--- config.mk ---
export PLATFORM = sky130hd
export DESIGN_NAME = mem_load_unit
export DESIGN_NICKNAME = d
export VERILOG_FILES = /design/src/rtl/mem_load_unit.sv
export SDC_FILE = /design/constraint.sdc
export NUM_CORES = 1
export LEC_CHECK = 0
export BUFFER_PORTS_ARGS = -buffer_cell sky130_fd_sc_hd__buf_2
export CELL_PAD_IN_SITES_DETAIL_PLACEMENT = 0
export CELL_PAD_IN_SITES_GLOBAL_PLACEMENT = 2
export CORE_UTILIZATION = 27
export CTS_BUF_LIST = sky130_fd_sc_hd__clkbuf_4 sky130_fd_sc_hd__clkbuf_8
export CTS_CLUSTER_SIZE = 8
export DETAILED_ROUTE_END_ITERATION = 10
export GPL_ROUTABILITY_DRIVEN = 0
export PLACE_DENSITY_LB_ADDON = 0.1
export SKIP_LAST_GASP = 1
export SLEW_MARGIN = 10
export SYNTH_ARGS = -nofsm -noshare
export SYNTH_HDL_FRONTEND = slang
export SYNTH_SLANG_ARGS = --single-unit
--- constraint.sdc ---
create_clock -name CLK -period 1.78 [get_ports CLK]
set_input_delay 0.356 -clock CLK [delete_from_list [all_inputs] [get_ports CLK]]
set_output_delay 0.356 -clock CLK [all_outputs]
set_load 0.01 [all_outputs]
--- src/rtl/mem_load_unit.sv ---
// RV32I load unit: latches an issued load, reads the containing word over a
// req/ack port, then writes back the extended byte/halfword/word or reports a fault.
module mem_load_unit #(
    parameter int unsigned TIMEOUT = 15
) (
    input  logic        CLK,
    input  logic        RST_N,
    input  logic        start,
    input  logic [2:0]  funct3,
    input  logic [31:0] addr,
    input  logic [4:0]  rd,
    output logic [31:0] mem_addr,
    output logic        mem_req,
    input  logic        mem_ack,
    input  logic [31:0] mem_rdata,
    output logic        busy,
    output logic        done,
    output logic        wb_en,
    output logic [4:0]  wb_rd,
    output logic [31:0] wb_data,
    output logic        fault,
    output logic [1:0]  fault_cause
);

    localparam logic [1:0] S_IDLE  = 2'd0;
    localparam logic [1:0] S_REQ   = 2'd1;
    localparam logic [1:0] S_DONE  = 2'd2;
    localparam logic [1:0] S_FAULT = 2'd3;

    localparam logic [2:0] F_LB  = 3'b000;
    localparam logic [2:0] F_LH  = 3'b001;
    localparam logic [2:0] F_LW  = 3'b010;
    localparam logic [2:0] F_LBU = 3'b100;
    localparam logic [2:0] F_LHU = 3'b101;

    localparam logic [1:0] C_MISALIGN = 2'b01;
    localparam logic [1:0] C_ILLEGAL  = 2'b10;
    localparam logic [1:0] C_TIMEOUT  = 2'b11;

    localparam int unsigned     CW     = (TIMEOUT < 2) ? 1 : $clog2(TIMEOUT + 1);
    localparam logic [CW-1:0]   TO_LIM = CW'(TIMEOUT);
    localparam bit              TO_EN  = (TIMEOUT != 0);

    logic [1:0]    state_q,   state_d;
    logic [29:0]   waddr_q,   waddr_d;
    logic [1:0]    off_q,     off_d;
    logic [2:0]    funct3_q,  funct3_d;
    logic [4:0]    rd_q,      rd_d;
    logic [31:0]   wb_data_q, wb_data_d;
    logic [1:0]    cause_q,   cause_d;
    logic [CW-1:0] cnt_q,     cnt_d;

    logic [7:0]    byte_sel;
    logic [15:0]   half_sel;
    logic [31:0]   fmt;
    logic          illegal;
    logic          misaligned;

    // Lane selection and extension of the returned word, using the latched offset/type.
    always_comb begin
        byte_sel = mem_rdata[7:0];
        case (off_q)
            2'd0: byte_sel = mem_rdata[7:0];
            2'd1: byte_sel = mem_rdata[15:8];
            2'd2: byte_sel = mem_rdata[23:16];
            2'd3: byte_sel = mem_rdata[31:24];
            default: byte_sel = mem_rdata[7:0];
        endcase
        half_sel = off_q[1] ? mem_rdata[31:16] : mem_rdata[15:0];
        case (funct3_q)
            F_LB:    fmt = {{24{byte_sel[7]}}, byte_sel};
            F_LBU:   fmt = {24'h0, byte_sel};
            F_LH:    fmt = {{16{half_sel[15]}}, half_sel};
            F_LHU:   fmt = {16'h0, half_sel};
            default: fmt = mem_rdata;
        endcase
    end

    always_comb begin
        illegal    = (funct3 == 3'b011) || (funct3 == 3'b110) || (funct3 == 3'b111);
        misaligned = (((funct3 == F_LH) || (funct3 == F_LHU)) && addr[0])
                   || ((funct3 == F_LW) && (addr[1:0] != 2'b00));
    end

    always_comb begin
        state_d   = state_q;
        waddr_d   = waddr_q;
        off_d     = off_q;
        funct3_d  = funct3_q;
        rd_d      = rd_q;
        wb_data_d = wb_data_q;
        cause_d   = cause_q;
        cnt_d     = cnt_q;
        case (state_q)
            S_IDLE: begin
                if (start) begin
                    waddr_d  = addr[31:2];
                    off_d    = addr[1:0];
                    funct3_d = funct3;
                    rd_d     = rd;
                    cause_d  = 2'b00;
                    cnt_d    = '0;
                    if (illegal) begin
                        state_d = S_FAULT;
                        cause_d = C_ILLEGAL;
                    end else if (misaligned) begin
                        state_d = S_FAULT;
                        cause_d = C_MISALIGN;
                    end else begin
                        state_d = S_REQ;
                    end
                end
            end
            S_REQ: begin
                // An ack on the expiring cycle still completes the load.
                if (mem_ack) begin
                    wb_data_d = fmt;
                    state_d   = S_DONE;
                end else begin
                    cnt_d = cnt_q + 1'b1;
                    if (TO_EN && (cnt_d == TO_LIM)) begin
                        state_d = S_FAULT;
                        cause_d = C_TIMEOUT;
                    end
                end
            end
            S_DONE:  state_d = S_IDLE;
            S_FAULT: state_d = S_IDLE;
            default: state_d = S_IDLE;
        endcase
    end

    always_ff @(posedge CLK or negedge RST_N) begin
        if (!RST_N) begin
            state_q   <= S_IDLE;
            waddr_q   <= '0;
            off_q     <= '0;
            funct3_q  <= '0;
            rd_q      <= '0;
            wb_data_q <= '0;
            cause_q   <= '0;
            cnt_q     <= '0;
        end else begin
            state_q   <= state_d;
            waddr_q   <= waddr_d;
            off_q     <= off_d;
            funct3_q  <= funct3_d;
            rd_q      <= rd_d;
            wb_data_q <= wb_data_d;
            cause_q   <= cause_d;
            cnt_q     <= cnt_d;
        end
    end

    // Handshake/status outputs decode straight from state so reset drops them immediately.
    always_comb begin
        mem_addr    = {waddr_q, 2'b00};
        mem_req     = (state_q == S_REQ);
        busy        = (state_q != S_IDLE);
        done        = (state_q == S_DONE) || (state_q == S_FAULT);
        wb_en       = (state_q == S_DONE);
        fault       = (state_q == S_FAULT);
        fault_cause = cause_q;
        wb_rd       = rd_q;
        wb_data     = wb_data_q;
    end

endmodule

---- Word level (Yosys, flattened, before mapping) ----
Index checks and enable logic that the tools add are counted.
storage, ports and cells
  input bits .............................. 76
  output and inout port bits .............. 76
  logic and storage cells ................. 65
  register bits after elaboration ......... 80
cells by class
  eq/ne operators ......................... 20
  add/subtract/negate cells ............... 1
  muxes and demuxes ....................... 17
  reduce and logical (&&, ||, !) cells .... 19
operators with widths
  cell                                                                    count
  32-bit case mux with 4 select lines                                     1
  8-bit case mux with 4 select lines                                      1
  16-bit two-way mux                                                      1
  2-bit two-way mux                                                       8
  3-bit equality test (second input constant)                             5
  2-bit equality test (second input constant)                             4
  4-bit two-way mux                                                       2
  4-bit case mux with 2 select lines                                      1
  3-bit by 1-bit equality test with 1-bit output (second input constant)  2
  3-bit by 2-bit equality test with 1-bit output (second input constant)  2
  2-bit case mux with 3 select lines                                      1
  2-bit AND reduction                                                     3
  2-bit nonzero test                                                      3
  1-bit logical OR                                                        5
  4-bit by 1-bit adder with 4-bit output (second input constant)          1
  2-bit by 1-bit equality test with 1-bit output (second input constant)  2
  4-bit equality test (second input constant)                             1
  2-bit zero test                                                         2
  2-bit != test (second input constant)                                   2
  2-bit case mux with 2 select lines                                      1
  4-bit AND reduction                                                     1
  3-bit zero test                                                         1
  3-bit by 1-bit != test with 1-bit output (second input constant)        1
  3-bit AND reduction                                                     1
  other kinds (4)                                                         5

---- Depth between registers and ports, before layout ----
Gate-level depths: netlist of run 1.
  depth in word-level cells ............... 8
  depth in mapped cells ................... 7
  depth with buffers taken out ............ 6

---- Least setup slack after synthesis of run 1 ----
OpenSTA, ideal clock, no wires.
  kind .................................... register to register
  start ................................... register off_q[1]
  end ..................................... register wb_data_q[21], in the netlist wb_data[21]
  path buffers ............................ 2
  clock period less this slack ............ 1.759 ns
  arrival ................................. 1.637 ns
  slack ................................... 0.021 ns
  cell stages (with the launch flop) ...... 7
  library setup time ...................... 0.121 ns
  required time ........................... 1.659 ns
  cells stage by stage .................... dfrtp_1 > buf_6 > mux4_2 > nor3b_1 > o31ai_4 > buf_6 > a21oi_1
on the way
  cells in the longest elaborated chain, start to end .. 3
  elaborated cells on any way between the ends .. 7
  classes of those cells .................. eq/ne: 3; mux: 3; reduce/logical: 1
ends and longest elaborated chain
  what                                               RTL line  text
  start, declared                                    46        logic [1:0] off_q, off_d;
  start signal, assigned                             137       off_q <= '0;
  start signal, assigned                             146       off_q <= off_d;
  2-bit equality test, or another cell as far along  62        case (off_q)
  8-bit case mux with 4 select lines                 62
  32-bit case mux with 4 select lines *              70        case (funct3_q)
  end signal, assigned                               149       wb_data_q <= wb_data_d;
  end, declared                                      49        logic [31:0] wb_data_q, wb_data_d;
Every way passes the cells marked *; elsewhere a longest branch is shown, timed or not.
A chain may end at the register's enable or synchronous reset.

---- Worst setup path in the final report of run 1 ----
  start ................................... register off_q[1]
  end ..................................... register wb_data_q[22], in the netlist wb_data[22]
Same word-level chain as after synthesis.

==> results of run 1 <==
logic make-up after synthesis:
kind of cell | synth area share
AOI/OAI and AO/OA | 0.1182
xor gates and xnor gates | 0.007113
adders and majority gates | 0.006772
buffers and inverters | 0.04064
DFF | 0.5418
muxes | 0.1510
other | 0.001015
and+or+nand+nor | 0.1334
cells in the final DEF, fill, tap and decap left out, types with 2 or more instances in the layout:
| cell type | netlist | layout |
|---|---|---|
| buf_2 | 6 | 148 |
| dfrtp_1 | 80 | 80 |
| mux2_2 | 44 | 44 |
| nand2_1 | 43 | 43 |
| a21oi_1 | 41 | 40 |
| nor2_1 | 25 | 25 |
| o21ai_0 | 21 | 21 |
| buf_4 | 2 | 20 |
| clkbuf_8 | 0 | 10 |
| inv_1 | 8 | 8 |
| nand3b_1 | 7 | 7 |
| nand3_1 | 6 | 6 |
| a21o_1 | 6 | 6 |
| mux2i_1 | 4 | 4 |
| a31oi_1 | 4 | 4 |
| nor2b_1 | 3 | 3 |
| nand2b_1 | 3 | 3 |
| or3_1 | 3 | 3 |
| nor3b_1 | 3 | 3 |
| bufinv_16 | 0 | 3 |
| buf_12 | 0 | 3 |
| and3b_1 | 2 | 2 |
| xnor2_1 | 2 | 2 |
| ha_1 | 2 | 2 |
| conb_1 | 1 | 2 |
timing repair:
action	in CTS	in global routing
endpoints found under the setup margin	0	2
gates resized for setup	0	2
hold buffers	1	0
endpoints found under the hold margin	33	0
sequential cells by signal, indices dropped and copies added, names as in the netlist:
signal and flops:
fault_cause 2, cnt_q 4, state_q 2, wb_rd 5
funct3_q 3, wb_data 32, off_q 2, waddr_q 30
cell type report:
cell class	instances	area (um^2)	area share
Tap cell	176	220.2	0.04382
Clock buffer	10	137.6	0.02739
Clock inverter	5	103.9	0.02067
Timing Repair Buffer	173	972.2	0.1935
Sequential cell	80	2002	0.3984
Antenna cell	1	2.502	0.0004980
Multi-Input combinational cell	235	1556	0.3098
Inverter	8	30.03	0.005976
critical path: stages (launching register included):
cell and delay [ns]:
dfrtp_1 0.38, mux4_2 0.51, nor3b_1 0.17, o31ai_4 0.27
buf_12 0.18, a21oi_1 0.07
metrics by stage:
stage	std cells	cell area, um^2	setup slack, ns
floorplan	347	3699	0.02149
global placement	671	4763	0.01169
detailed placement	671	4763	-0.01129
CTS	687	5015	0.03806
global route	687	5022	0.0004932
finish	688	5025	0.08501
power breakdown:
part	total, mW	leakage (nW)	internal (mW)	switching, mW
Sequential	3.29	0.943	2.73	0.559
Clock	1.65	0.123	0.965	0.688
Combinational	4.15	1.29	1.96	2.19
Total	9.09	2.36	5.66	3.44
worst max path at each step:
stage	startpoint	endpoint	slack, ns
floorplan	off_q[1]	wb_data[21]	0.02
global placement	mem_rdata[15]	wb_data[31]	0.01
detailed placement	mem_rdata[15]	wb_data[16]	-0.01
CTS	off_q[1]	wb_data[7]	0.04
global route	state_q[1]	wb_data[13]	0.0005
finish	off_q[1]	wb_data[22]	0.09
layer usage:
metal / GRT usage / share of wire
met5: 0 / 0
met4: 0.04509 / 0.012
met2: 0.2631 / 0.47
met3: 0.06657 / 0.080
met1: 0.1996 / 0.43
==> summary.md, run 1 <==
| Metric | Value |
|---|---|
| Status | `finished clean` |
| Worst-skew pair later-pin latency | `0.37 ns` |
| Crit. End Element | `flop` |
| DRT antenna net count | `0` |
| Synth top cells by count | `dfrtp_1 (80), mux2_2 (44), nand2_1 (43)` |
| R2R setup slack | `0.09 ns` |
| Hold Worst Slack | `0.2159 ns` |
| Worst clock skew | `0.01325 ns` |
| Max_cap viols | `0` |
| # clock sinks | `80` |
| Max FO, Critical Path | `16` |
| Critical path arrival | `1.95 ns` |
| Layout cells sized above 1 | `0.4677` |
| TNS Setup | `0 ns` |
| Initial antenna violation count | `1` |
| CTS H-tree depth | `3` |
| Boundary pin count | `152` |
| R2R Path Start | `off_q[1]` |
| Slew Limit Fails | `0` |
| Final Cycle Share | `0.9522` |
| Cell taking the most area after synthesis | `dfrtp_1` |
| Power per cell area | `1810 nW/um^2` |
| Hold Crit Class | `input pin to flop` |
| Total Routing Usage GR | `0.1631` |
| Row cnt | `42` |
| First-pass GRT wire length | `17,490 um` |
| Final setup fails | `0` |
| Mapped Avg Cell Area | `10.68 um^2` |
| Final #Nets | `585` |
| Worst Hold End | `waddr_q[4]` |
| DRC violations left | `0` |
| Vias per inst | `4.560` |
| Vias | `3,137` |
| Final Hold Viols | `0` |
| Synthesized area | `3695 um^2` |
| Initial DRC Count | `111` |
| IO Port Bufs | `149` |
| Most frequent cell after synthesis | `dfrtp_1` |
| Critical path startpoint category | `flop` |
| GRT overflow | `0` |
| DRT Pass-1 Iters | `5` |
| Core ar. | `13,300 um^2` |
| Synth top area share | `0.5418` |
| Setup bufs post-CTS | `0` |
| Synth warn | `0` |
| CTS buffer count | `9` |
| Worst hold path depth | `2` |
| Post-synth EDFFs | `0` |
| Worst r2r path cells | `5` |
| RSZ-0062 raised after global routing | `no` |
| Routed wire per std cell | `15.85 um` |
| Top post-synthesis cells by area | `dfrtp_1 (54%), mux2_2 (13%), a21oi_1 (5.6%), nand2_1 (4.4%), o21ai_0 (2.8%)` |
| WL final | `10,910 um` |
| Clock-pin slew on the worst setup and hold paths | `0.09 ns` |
| Kind of critical path | `flop to flop` |
| Die H | `119.0 um` |
| LEAKAGE | `2.356 nW` |
| Register bit count reported by yosys | `80` |
| Post-DP HPWL | `8270 um` |
| Worst r2r dst | `wb_data[22]` |
| Synth async-reset ratio | `1.000` |
| Post-synth cell types | `38` |
| Post-Synthesis Cells | `346` |
| CP Data Required Time | `2.03 ns` |
| Min-delay src | `addr[6]` |
| Clk buf depth | `2` |
| Peak VDD IR | `0.7340 mV` |
| Vias in the first global route | `3,219` |
| Die area | `14,160 um^2` |
| Root Buffer | `clkbuf_8` |
| Syn-to-layout area delta | `36.00%` |
| Primary FF master, synth | `dfrtp_1` |
| Min Tclk post-route | `1.695 ns` |
| Fmax achieved | `590.0 MHz` |
| Die Width | `119.0 um` |
| Initial core utilization | `0.2779` |
| Final Power | `9.094 mW` |
| Fillers | `1,404` |
| CTS tree | `yes` |
| Post-layout util | `0.3779` |
| Register area share after synthesis | `0.5418` |
| Largest net degree at the start of global routing | `36` |
Note: power is estimated with default switching activity, not from simulation.
==> run 2, diff against run 1 <==
ABC_AREA = 1   (was default)
CORE_UTILIZATION = 26   (was 27)
==> summary.md, run 2 <==
| Metric | Value |
|---|---|
| Hold Crit Class | `input pin to flop` |
| Initial antenna violation count | `2` |
| Final Power | `9.187 mW` |
| Post-DP HPWL | `8730 um` |
| DRT antenna net count | `0` |
| Root Buffer | `clkbuf_8` |
| Largest register FFs | `32` |
| Vias | `3,526` |
| Critical path arrival | `1.23 ns` |
| Primary FF master, synth | `dfrtp_1` |
| Vias in the first global route | `3,642` |
| CP startpoint | `state_q[1]` |
| Synth top cells by count | `nand2_1 (123), dfrtp_1 (80), inv_1 (50)` |
| Syn-to-layout area delta | `29.19%` |
| # clock sinks | `80` |
| CTS buffer count | `9` |
| Fillers | `1,619` |
| Fmax achieved | `630.7 MHz` |
| Mapped Avg Cell Area | `8.835 um^2` |
| Slew Limit Fails | `0` |
| Crit. End Element | `primary output` |
| Most frequent cells in the layout | `buf_2 (148), nand2_1 (122), dfrtp_1 (80), inv_1 (50), a21oi_1 (44)` |
| CP max-delay cell | `dfrtp_1` |
| Worst clock skew | `0.01404 ns` |
| Cell taking the most area after synthesis | `dfrtp_1` |
| Register area | `2002 um^2` |
| Min-delay src | `addr[20]` |
| Die Width | `126.8 um` |
| Final Cycle Share | `0.8907` |
| Synth async-reset ratio | `1.000` |
| Final Hold Viols | `0` |
| TNS Setup | `0 ns` |
| Register area share after synthesis | `0.4947` |
| Initial DRC Count | `129` |
| Die area | `16,070 um^2` |
| Placed Instance Area | `5012 um^2` |
| Routed wire per std cell | `14.88 um` |
| Final Cell Area | `5228 um^2` |
| Critical path startpoint category | `flop` |
| GRT overflow | `0` |
| Clock-pin slew on the worst setup and hold paths | `0.09 ns` |
| Top post-synthesis cells by area | `dfrtp_1 (49%), nand2_1 (11%), mux2_2 (7.5%), a21oi_1 (5.4%), inv_1 (4.6%)` |
| Peak VDD IR | `0.6338 mV` |
| Die H | `126.8 um` |
| R2R setup slack | `0.23 ns` |
| Clk buf depth | `2` |
| R2R Path Start | `state_q[1]` |
| Post-layout util | `0.3439` |
| Synthesized area | `4046 um^2` |
| Post-synth EDFFs | `0` |
| Boundary pin count | `152` |
| Final #Nets | `686` |
| Commonest non-fill, non-tap cell in the layout | `buf_2` |
| Worst-skew pair later-pin latency | `0.37 ns` |
| CP Data Required Time | `1.42 ns` |
| Row cnt | `45` |
| CTS H-tree depth | `3` |
| Setup bufs post-CTS | `0` |
| Synth warn | `0` |
| CP bufs+invs | `3` |
| Total inserted antenna cells | `0` |
| CTS tree | `yes` |
| Most frequent cell after synthesis | `nand2_1` |
| Crit path max-delay family | `flip-flops` |
| RSZ-0062 raised after global routing | `no` |
| CP Cell Sequence | `inv_1 -> nand2_2 -> inv_4 -> buf_2` |
| IO Port Bufs | `149` |
| Post-Synthesis Cells | `458` |
| Vias per inst | `4.402` |
| Final setup fails | `0` |
| Core ar. | `15,200 um^2` |
| Initial core utilization | `0.2662` |
| Slowest cell delay on critical path | `0.42 ns` |
| DRC violations left | `0` |
| Layout cells sized above 1 | `0.4095` |
| First-pass GRT wire length | `19,150 um` |
| DRT Pass-1 Iters | `4` |
| LEAKAGE | `2.836 nW` |
| Multi-input logic area | `1687 um^2` |
| Max_cap viols | `0` |
| Kind of critical path | `flop to primary output` |
| Min Tclk post-route | `1.585 ns` |
| Largest net degree at the start of global routing | `43` |
| Total Routing Usage GR | `0.1568` |
| WL final | `11,920 um` |
| Synth top area share | `0.4947` |
| Power per cell area | `1758 nW/um^2` |
| Post-CTS Resized | `0` |
| Post-synth cell types | `33` |
| Register bit count reported by yosys | `80` |
| Max FO, Critical Path | `5` |
| Status | `finished clean` |
==> run 2: kinds of logic (layout without fill, tap and decap cells) <==
| group | after synthesis | count (layout) | share of synthesized area |
|---|---|---|---|
| adder cells (fa/ha/maj) | 2 | 2 | 0.006183 |
| AO/OA/AOI/OAI | 70 | 70 | 0.09184 |
| other | 1 | 2 | 0.0009268 |
| buffers and inverters | 79 | 233 | 0.08998 |
| flip-flops | 80 | 80 | 0.4947 |
| AND/OR/NAND/NOR | 191 | 191 | 0.2115 |
| multiplexers | 35 | 35 | 0.1048 |
==> run 2: where the power goes <==
group	internal (mW)	leakage, nW	switching, mW
registers	2.70	0.951	0.497
logic	2.03	1.79	2.52
clock network	0.691	0.0989	0.745
total	5.42	2.84	3.77
==> run 2: area by class of cell <==
cell class,instances,area share
multi-input cells,300,0.3226
flip-flops and latches,80,0.3830
well taps,188,0.04500
clock buffers,10,0.02633
repair buffers,163,0.1709
clock inverters,6,0.01292
inverters,54,0.03925
==> run 2: metrics by stage <==
stage	worst slack (ns)	std cells	hold slack (ns)
final	0.1945	801	0.2107
after global routing	0.05072	801	0.1903
after CTS	0.1598	801	0.1858
after detailed placement	0.2212	784	0.2244
after global placement	0.2690	784	0.2217
after floorplan	0.4923	459	0.06041
==> run 2: worst paths after layout <==
kind,to,cells past startpoint
worst max-delay path,mem_req,4
worst min-delay path,waddr_q[18],2
worst max register to register,wb_data[17],8
worst min register to register,fault_cause[0],2
max in group asynchronous,waddr_q[1],3
min in group asynchronous,wb_data[10],2
==> run 2: layer usage <==
layer	vias up	track usage	share of wire
met5	-	0	0.0010
met4	2	0.06723	0.018
met3	16	0.05778	0.091
met2	116	0.2402	0.44
met1	1654	0.1983	0.44
li1	1738	-	-
==> run 2: repair_timing <==
item	4_1_cts	5_1_grt
hold buffers	1	0
setup endpoints to repair	0	0
hold endpoints to repair	11	0
==> run 3, diff against run 2 <==
--- a/config.mk
+++ b/config.mk
@@ -16,4 +16,5 @@
 export GPL_ROUTABILITY_DRIVEN = 0
 export PLACE_DENSITY_LB_ADDON = 0.1
+export RECOVER_POWER = 25
 export SKIP_LAST_GASP = 1
 export SLEW_MARGIN = 10
==> constraint.sdc (replaced) <==
create_clock -name CLK -period 1.78 [get_ports CLK]
set_input_delay 0.356 -clock CLK [delete_from_list [all_inputs] [get_ports CLK]]
set_output_delay 0.356 -clock CLK [all_outputs]
set_load 0.02 [all_outputs]
==> summary.md, run 3 (synthesized netlist as in run 2, its figures left out) <==
| Metric | Value |
|---|---|
| Fillers | `1,621` |
| Die H | `126.8 um` |
| Layout cells sized above 1 | `0.4078` |
| Most frequent cells in the layout | `buf_2 (148), nand2_1 (122), dfrtp_1 (80), inv_1 (50), a21oi_1 (44)` |
| Initial DRC Count | `130` |
| Register area | `2002 um^2` |
| Boundary pin count | `152` |
| CP Data Required Time | `1.42 ns` |
| CTS buffer count | `9` |
| Largest net degree at the start of global routing | `43` |
| Clk buf depth | `2` |
| Peak VDD IR | `0.6693 mV` |
| Commonest non-fill, non-tap cell in the layout | `buf_2` |
| Slowest cell delay on critical path | `0.42 ns` |
| CP Cell Sequence | `inv_1 -> nand2_2 -> inv_4 -> buf_2` |
| Final Cycle Share | `0.9117` |
| Critical path startpoint category | `flop` |
| Post-DP HPWL | `8730 um` |
| Slew Limit Fails | `0` |
| Die Width | `126.8 um` |
| Max_cap viols | `0` |
| Multi-input logic area | `1687 um^2` |
| CTS H-tree depth | `3` |
| Critical path arrival | `1.27 ns` |
| Max FO, Critical Path | `5` |
| Clock-pin slew on the worst setup and hold paths | `0.09 ns` |
| Actual slew at the worst max-slew pin | `0.8276 ns` |
| Initial antenna violation count | `2` |
| Placed Instance Area | `5012 um^2` |
| GRT overflow | `0` |
| Slew margin rel. | `0.4483` |
| DRT antenna net count | `0` |
| Largest register FFs | `32` |
| Worst r2r dst | `wb_data[17]` |
| CP max-delay cell | `dfrtp_1` |
| Fmax achieved | `616.2 MHz` |
| Core ar. | `15,200 um^2` |
| Worst hold path depth | `2` |
| Final Hold Viols | `0` |
| Vias | `3,530` |
| Row cnt | `45` |
| Final Cell Area | `5221 um^2` |
| Worst clock skew | `0.01354 ns` |
| Status | `finished clean` |
| IO Port Bufs | `149` |
| Worst-skew pair later-pin latency | `0.37 ns` |
| Routed wire per std cell | `14.88 um` |
| Worst Hold End | `waddr_q[18]` |
| LEAKAGE | `2.831 nW` |
| Pre-CTS setup slack | `0.2212 ns` |
| Min-delay src | `addr[20]` |
| Root Buffer | `clkbuf_8` |
| TNS Setup | `0 ns` |
| Kind of critical path | `flop to primary output` |
| Syn-to-layout area delta | `29.04%` |
| Initial core utilization | `0.2662` |
| R2R setup slack | `0.24 ns` |
| Hold Worst Slack | `0.2106 ns` |
| Worst Setup Slack, final | `0.1572 ns` |
| Final #Nets | `686` |
| DRT Pass-1 Iters | `4` |
| Hold Crit Class | `input pin to flop` |
| Power per cell area | `1884 nW/um^2` |
| RSZ-0062 raised after global routing | `no` |
| Crit. End Element | `primary output` |
| CTS tree | `yes` |
| Total Routing Usage GR | `0.1568` |
| Vias in the first global route | `3,642` |
| WL final | `11,920 um` |
| Total inserted antenna cells | `0` |
| # clock sinks | `80` |
| Vias per inst | `4.407` |
| DRC violations left | `0` |
| R2R Path Start | `state_q[1]` |
| Worst r2r path cells | `8` |
| Min Tclk post-route | `1.623 ns` |
| Final setup fails | `0` |
| First-pass GRT wire length | `19,150 um` |
| Die area | `16,070 um^2` |
run 3: cell types whose count changed in the layout (fill, tap and decap cells not counted), sizes merged:
cell / change
clkbuf: +2
buf: -2
run 3: timing repair:
| item | in CTS | in global routing |
|---|---|---|
| buffers inserted | 0 | 0 |
| hold endpoints to repair | 11 | 0 |
| hold buffers | 1 | 0 |
| gates resized for setup | 0 | 0 |
run 3: worst max-delay path: cells and delay by family (launching register included):
kind                   cells  cell delay, ns
buffers and inverters      3            0.37
flip-flops                 1            0.42
AND/OR/NAND/NOR            1            0.11
run 3: how the worst max path moves through the flow:
stage                    start     endpoint  slack (ns)  cells past startpoint
finish              state_q[1]      mem_req        0.16                      4
detailed placement  state_q[1]  wb_data[22]        0.22                      8
CTS                 state_q[1]      mem_req        0.13                      4
global placement    state_q[1]  wb_data[27]        0.27                      8
floorplan           state_q[0]  waddr_q[21]        0.49                      5
global route        state_q[1]  wb_data[22]        0.05                      8
run 3: where the power goes:
part	switching, mW	internal [mW]
Sequential	0.495	2.70
Clock	0.745	0.691
Combinational	3.17	2.03
Total	4.41	5.43
run 3: metrics by stage:
| step | cells | total power [mW] | util |
|---|---|---|---|
| floorplan | 459 | 6.793 | - |
| global placement | 784 | 8.483 | 0.3297 |
| detailed placement | 784 | 8.509 | 0.3297 |
| CTS | 801 | 10.02 | 0.3439 |
| global route | 801 | 10.68 | 0.3435 |
| finish | 801 | 9.836 | 0.3435 |
run 3: final cells by class:
class | count | area share
Multi-Input combinational cell | 300 | 0.3230
Clock inverter | 6 | 0.01294
Clock buffer | 10 | 0.02636
Inverter | 54 | 0.03930
Sequential cell | 80 | 0.3834
Timing Repair Buffer | 163 | 0.1699
Tap cell | 188 | 0.04505
run 3: layer usage:
layer / track usage / vias to the layer above / share of wire
li1: - / 1740 / -
met1: 0.1983 / 1652 / 0.44
met2: 0.2402 / 120 / 0.44
met3: 0.05778 / 16 / 0.092
met5: 0 / - / 0.0010
met4: 0.06723 / 2 / 0.018
